--- src/rtl/key_conditioner.sv ---
// rtl/key_conditioner.sv - sync, debounce and press-pulse front-end for the panel push-buttons.
// Optional auto-repeat on REPEAT_MASK keys is built when KEY_REPEAT_EN is defined.
module key_conditioner #(
  parameter int                  NUM_KEYS        = 4,
  parameter int                  DB_CYCLES       = 2_000_000,
  parameter bit                  KEY_ACTIVE_HIGH = 1'b1,
  parameter int                  REPEAT_DELAY    = 50_000_000,
  parameter int                  REPEAT_PERIOD   = 10_000_000,
  parameter logic [NUM_KEYS-1:0] REPEAT_MASK     = NUM_KEYS'(4'b0100)
) (
  input  logic                clk,
  input  logic                rst_n,
  input  logic [NUM_KEYS-1:0] key_raw,
  output logic [NUM_KEYS-1:0] key_pulse,
  output logic [NUM_KEYS-1:0] key_level,
  output logic                key_any
);

  if (DB_CYCLES < 2 || REPEAT_DELAY < 1 || REPEAT_PERIOD < 1 ||
      $bits(REPEAT_MASK) != NUM_KEYS) begin : g_bad_params
    $error("key_conditioner: illegal parameter set");
  end

  localparam int              CW       = $clog2(DB_CYCLES);
  localparam logic [CW-1:0]   CNT_LAST = CW'(DB_CYCLES - 1);
  localparam logic [NUM_KEYS-1:0] RELEASED = {NUM_KEYS{~KEY_ACTIVE_HIGH}};

  typedef enum logic [2:0] {
    S_LOCK,
    S_UP,
    S_DN_CHK,
    S_DOWN,
    S_UP_CHK
  } state_t;

  logic [NUM_KEYS-1:0] sync1, sync2, key_s;
  logic [NUM_KEYS-1:0] pulse_d, level_d, rep_pulse;
  state_t              state_q [NUM_KEYS];
  state_t              state_d [NUM_KEYS];
  logic [CW-1:0]       cnt_q   [NUM_KEYS];
  logic [CW-1:0]       cnt_d   [NUM_KEYS];

  // Synchronisers reset to the released level so reset never looks like a press.
  always_ff @(posedge clk) begin
    if (!rst_n) begin
      sync1 <= RELEASED;
      sync2 <= RELEASED;
    end else begin
      sync1 <= key_raw;
      sync2 <= sync1;
    end
  end

  assign key_s = KEY_ACTIVE_HIGH ? sync2 : ~sync2;

  always_comb begin
    pulse_d = '0;
    level_d = key_level;
    for (int i = 0; i < NUM_KEYS; i++) begin
      state_d[i] = state_q[i];
      cnt_d[i]   = cnt_q[i];
      unique case (state_q[i])
        S_LOCK: begin
          if (key_s[i]) begin
            cnt_d[i] = '0;
          end else if (cnt_q[i] == CNT_LAST) begin
            state_d[i] = S_UP;
            cnt_d[i]   = '0;
          end else begin
            cnt_d[i] = cnt_q[i] + CW'(1);
          end
        end
        S_UP: begin
          if (key_s[i]) begin
            state_d[i] = S_DN_CHK;
            cnt_d[i]   = '0;
          end
        end
        S_DN_CHK: begin
          if (!key_s[i]) begin
            state_d[i] = S_UP;
          end else if (cnt_q[i] == CNT_LAST) begin
            state_d[i] = S_DOWN;
            pulse_d[i] = 1'b1;
            level_d[i] = 1'b1;
          end else begin
            cnt_d[i] = cnt_q[i] + CW'(1);
          end
        end
        S_DOWN: begin
          if (!key_s[i]) begin
            state_d[i] = S_UP_CHK;
            cnt_d[i]   = '0;
          end else begin
            pulse_d[i] = rep_pulse[i];
          end
        end
        S_UP_CHK: begin
          if (key_s[i]) begin
            state_d[i] = S_DOWN;
          end else if (cnt_q[i] == CNT_LAST) begin
            state_d[i] = S_UP;
            level_d[i] = 1'b0;
          end else begin
            cnt_d[i] = cnt_q[i] + CW'(1);
          end
        end
        default: begin
          state_d[i] = S_LOCK;
          cnt_d[i]   = '0;
        end
      endcase
    end
  end

  always_ff @(posedge clk) begin
    if (!rst_n) begin
      key_pulse <= '0;
      key_level <= '0;
      key_any   <= 1'b0;
      for (int i = 0; i < NUM_KEYS; i++) begin
        state_q[i] <= S_LOCK;
        cnt_q[i]   <= '0;
      end
    end else begin
      key_pulse <= pulse_d;
      key_level <= level_d;
      key_any   <= |key_level;
      for (int i = 0; i < NUM_KEYS; i++) begin
        state_q[i] <= state_d[i];
        cnt_q[i]   <= cnt_d[i];
      end
    end
  end

`ifdef KEY_REPEAT_EN
  localparam int REP_MAX = (REPEAT_DELAY > REPEAT_PERIOD) ? REPEAT_DELAY : REPEAT_PERIOD;
  localparam int HW      = (REP_MAX > 1) ? $clog2(REP_MAX) : 1;
  localparam logic [HW-1:0] DELAY_LAST  = HW'(REPEAT_DELAY - 1);
  localparam logic [HW-1:0] PERIOD_LAST = HW'(REPEAT_PERIOD - 1);

  logic [HW-1:0]       hold_q [NUM_KEYS];
  logic [NUM_KEYS-1:0] rep_phase_q;

  // Phase 0 waits out the initial delay; phase 1 times the steady repeat period.
  always_comb begin
    rep_pulse = '0;
    for (int i = 0; i < NUM_KEYS; i++) begin
      rep_pulse[i] = REPEAT_MASK[i] &&
                     (rep_phase_q[i] ? (hold_q[i] == PERIOD_LAST) : (hold_q[i] == DELAY_LAST));
    end
  end

  // Counter runs only while held in S_DOWN, freezes through S_UP_CHK, clears elsewhere.
  always_ff @(posedge clk) begin
    for (int i = 0; i < NUM_KEYS; i++) begin
      if (!rst_n || !REPEAT_MASK[i]) begin
        hold_q[i]      <= '0;
        rep_phase_q[i] <= 1'b0;
      end else if (state_q[i] == S_DOWN) begin
        if (key_s[i]) begin
          if (rep_pulse[i]) begin
            hold_q[i]      <= '0;
            rep_phase_q[i] <= 1'b1;
          end else begin
            hold_q[i] <= hold_q[i] + HW'(1);
          end
        end
      end else if (state_q[i] != S_UP_CHK) begin
        hold_q[i]      <= '0;
        rep_phase_q[i] <= 1'b0;
      end
    end
  end
`else
  assign rep_pulse = '0;
`endif

endmodule

--- config.mk ---
export PLATFORM = sky130hd
export DESIGN_NAME = key_conditioner
export DESIGN_NICKNAME = d
export VERILOG_FILES = /design/src/rtl/key_conditioner.sv
export SDC_FILE = /design/constraint.sdc
export NUM_CORES = 1
export LEC_CHECK = 0
export ABC_CLOCK_PERIOD_IN_PS = 4000
export CAP_MARGIN = 30
export CORE_MARGIN = 5
export CORE_UTILIZATION = 55
export DETAILED_ROUTE_END_ITERATION = 8
export GPL_TIMING_DRIVEN = 1
export PLACE_DENSITY = 0.72
export SLEW_MARGIN = 0
export SYNTH_ARGS = -nofsm -noshare
export SYNTH_HDL_FRONTEND = slang
export SYNTH_SLANG_ARGS = --single-unit
--- constraint.sdc ---
create_clock -name clk -period 4 [get_ports clk]
set_input_delay 0.6 -clock clk [delete_from_list [all_inputs] [get_ports clk]]
set_output_delay 0.6 -clock clk [all_outputs]
set_load 0.005 [all_outputs]
==> flow_summary_export.csv <==
group,metric,value,unit
clock_tree,hold_buffers,0,
place,place.gp.congestion,0.8725,
layout,diodes,0,
timing,tightest_slew,851.2,ps
layout,fill_cells,959,
timing,fin_tns_setup,0,ps
clock_tree,cts_buffer_depth,2,
route,firstDrtPassIters,6,
timing,finalCriticalPeriod,2584,ps
clock_tree,numCtsBuffers,17,
clock_tree,path_clk_slew,50,ps
logic_synthesis,syn_nets,762,
clock_tree,cts_tree,"done",
timing,grt_setup_unrepaired,"no",
grt,grt_max_degree,33,
route,drc,0,
logic_synthesis,yosys.area.top_type,"dfxtp_1",
setup_path,required,4350,ps
setup_path,setup.worst_path.class,"reg -> reg",
logic_synthesis,synth_seq_area_share,36.02,%
setup_path,critPathLaunch,"state_q[3][0]$_SDFFE_PN0P_",
die,coreArea,0.01132,mm2
route,routed-wl-met3,607,um
grt,grt_pass1_wl,24870,um
setup_path,r2r_cells,5,
run_status,status,"finished, final reports clean",
logic_synthesis,synth_cells,752,
timing,drv_slew,0,
route,wl_met1,6681,um
layout,final_cell_mix,"dfxtp_1 (113), a21oi_1 (49), nor2_1 (49)",
grt,grt_usage,22.28,%
logic_synthesis,synthDistinctLibCells,79,
logic_synthesis,synth_edf_count,0,
place,numPortBuffers,14,
grt,grt_antenna_before_repair,0,
die,start_util,55.48,%
power_and_ir_drop,total_power,2.734,mW
route,wl_per_cell,15.67,um
die,dieArea,0.01366,mm2
clock_tree,post_cts_buffers,0,
power_and_ir_drop,power.leakage,2.298,nW
route,dr_total_vias,5739,
die,die_w,116.9,um
clock_tree,cts.sinks,113,
layout,ff_latch_area,0.002262,mm2
die,rows,39,
timing,fmax,387.0,MHz
timing,finalHoldViolations,0,
logic_synthesis,yosysWarnings,0,
timing,period_share,64.60,%
layout,nNetsFinal,757,
setup_path,worstPathMaxFanout,17,
power_and_ir_drop,ir_drop,0.3199,mV
logic_synthesis,synth_top_area_share,36.02,%
logic_synthesis,netlist_area,0.006281,mm2
timing,slew_headroom,43.04,%
timing,setup_viol,0,
layout,drive_gt1_share,8.971,%
die,num_io_pins,15,
route,ant_nets,0,
layout,instances_no_fill,901,
place,dp.cells,871,
run,maxCapViolations,0,
route,met2WireLength,6601,um
logic_synthesis,async_flop_share,0,%
logic_synthesis,ys_seq_elements,113,
place,dp_hpwl,9552,um
route,vias_per_cell,6.370,
die,fp.dieH,116.9,um
grt,overflow,0,
route,routed_wl,14120,um
clock_tree,h-tree-depth,4,
layout,mostFrequentLayoutCell,"dfxtp_1",
layout,multi_input_area,0.003756,mm2
logic_synthesis,synth.top_cells.by_area,"dfxtp_1 (36%), a21oi_1 (3.9%), o21ai_0 (3.0%), nor2_1 (2.9%), nand2_1 (2.8%)",
clock_tree,cts_resized,0,
clock_tree,clk_latency,420,ps
setup_path,arrival,2930,ps
min_path,hold_path_depth,1,
route,drt_iter0_markers,484,
logic_synthesis,syn_avg_cell_area,8.352,um2
timing,clock_skew,5.572,ps
setup_path,r2r-start,"state_q[3][0]$_SDFFE_PN0P_",
min_path,hold_path_class,"reg -> reg",
logic_synthesis,synth_top_flop_cell,"dfxtp_1",
grt,grt_pass1_vias,5437,
setup_path,endpoint_kind,"flop",
min_path,min-delay-start,"sync1[0]$_SDFF_PN0_",
route,highest_layer,"met4",
power_and_ir_drop,power.density,389.4,mW/mm2
layout,area_growth,11.79,%
setup_path,crit_path_start_kind,"flop",
clock_tree,cts-root-buf,"clkbuf_16",
==> cells in the mapped netlist, drive strengths merged (6+ instances only) <==
cell and count:
o41ai 7, nand4 24, or4 25, nor2 49, a21oi 49, xnor2 18
nor3b 7, nand2b 8, dfxtp 113, and4b 7, nor4 20, o31ai 21
o21ai 40, nor2b 15, a21boi 7, nand3 34, nand4b 7, clkbuf 34
or3 22, nor4b 6, nand3b 10, xor2 13, and3 19, nand2 48
buf 11, nor3 17, and4 13, a211oi 8, and2 14, inv 15
==> cell type report <==
class                   instances  area share [%]
clock buffers                  25           7.484
clock inverters                 5          0.7128
inverters                      15          0.8019
multi-input cells             579           53.49
flip-flops and latches        113           32.22
well taps                     143           2.548
repair buffers                 21           2.744
==> metrics by stage <==
stage               hold slack, ps  setup WS (ps)  util [%]  area [um2]
floorplan                    411.9           1806         -        6281
global placement             416.2           1494     56.87        6439
detailed placement           422.7           1442     56.94        6446
CTS                          434.4           1432     62.02        7022
global route                 462.9           1230     62.02        7022
finish                       430.6           1416     62.02        7022
==> metal layers <==
layer | vias to the layer above | track usage [%]
met5 | - | 0
met3 | 24 | 6.272
met4 | 0 | 8.486
met2 | 117 | 34.70
met1 | 2730 | 29.44
li1 | 2868 | -
==> sequential cells by signal, summed over array words and instances (netlist names) <==
signal / cells
key_level: 4
key_pulse: 4
key_any: 1
state_q: 12
cnt_q: 84
sync1: 4
key_s: 4
==> path summary, 6_finish.rpt <==
path / endpoint / slack (ps)
setup / recovery: cnt_q[3][3]$_SDFFE_PN0P_ / 1420
hold / removal: key_s[0]$_SDFF_PN0_ / 430
setup reg to reg: cnt_q[3][3]$_SDFFE_PN0P_ / 1420
hold reg to reg: key_s[0]$_SDFF_PN0_ / 430
==> power by group <==
group | internal, mW | switching [mW] | total [mW] | leakage (nW)
sequential | 1.14 | 0.0226 | 1.17 | 0.914
clock | 0.956 | 0.508 | 1.46 | 0.291
combinational | 0.0433 | 0.0606 | 0.104 | 1.09
==> cells by family (layout without fill, tap and decap cells) <==
| kind of cell | after synthesis | after routing | share of synthesized area, % |
|---|---|---|---|
| adders and majority gates | 4 | 4 | 0.7968 |
| xor gates and xnor gates | 31 | 31 | 4.323 |
| DFF | 113 | 113 | 36.02 |
| buffers and inverters | 60 | 66 | 4.183 |
| AOI/OAI and AO/OA | 182 | 182 | 20.14 |
| and+or+nand+nor | 358 | 358 | 33.90 |
| muxes | 4 | 4 | 0.6375 |
==> critical path, cell delays in order (launching register included) <==
cell and delay, ps:
dfxtp_1 720, and4bb_2 330, a311oi_4 420, o41ai_4 290, or4_2 580, a21oi_1 160
No activity file was read; power rests on OpenSTA's default activity.
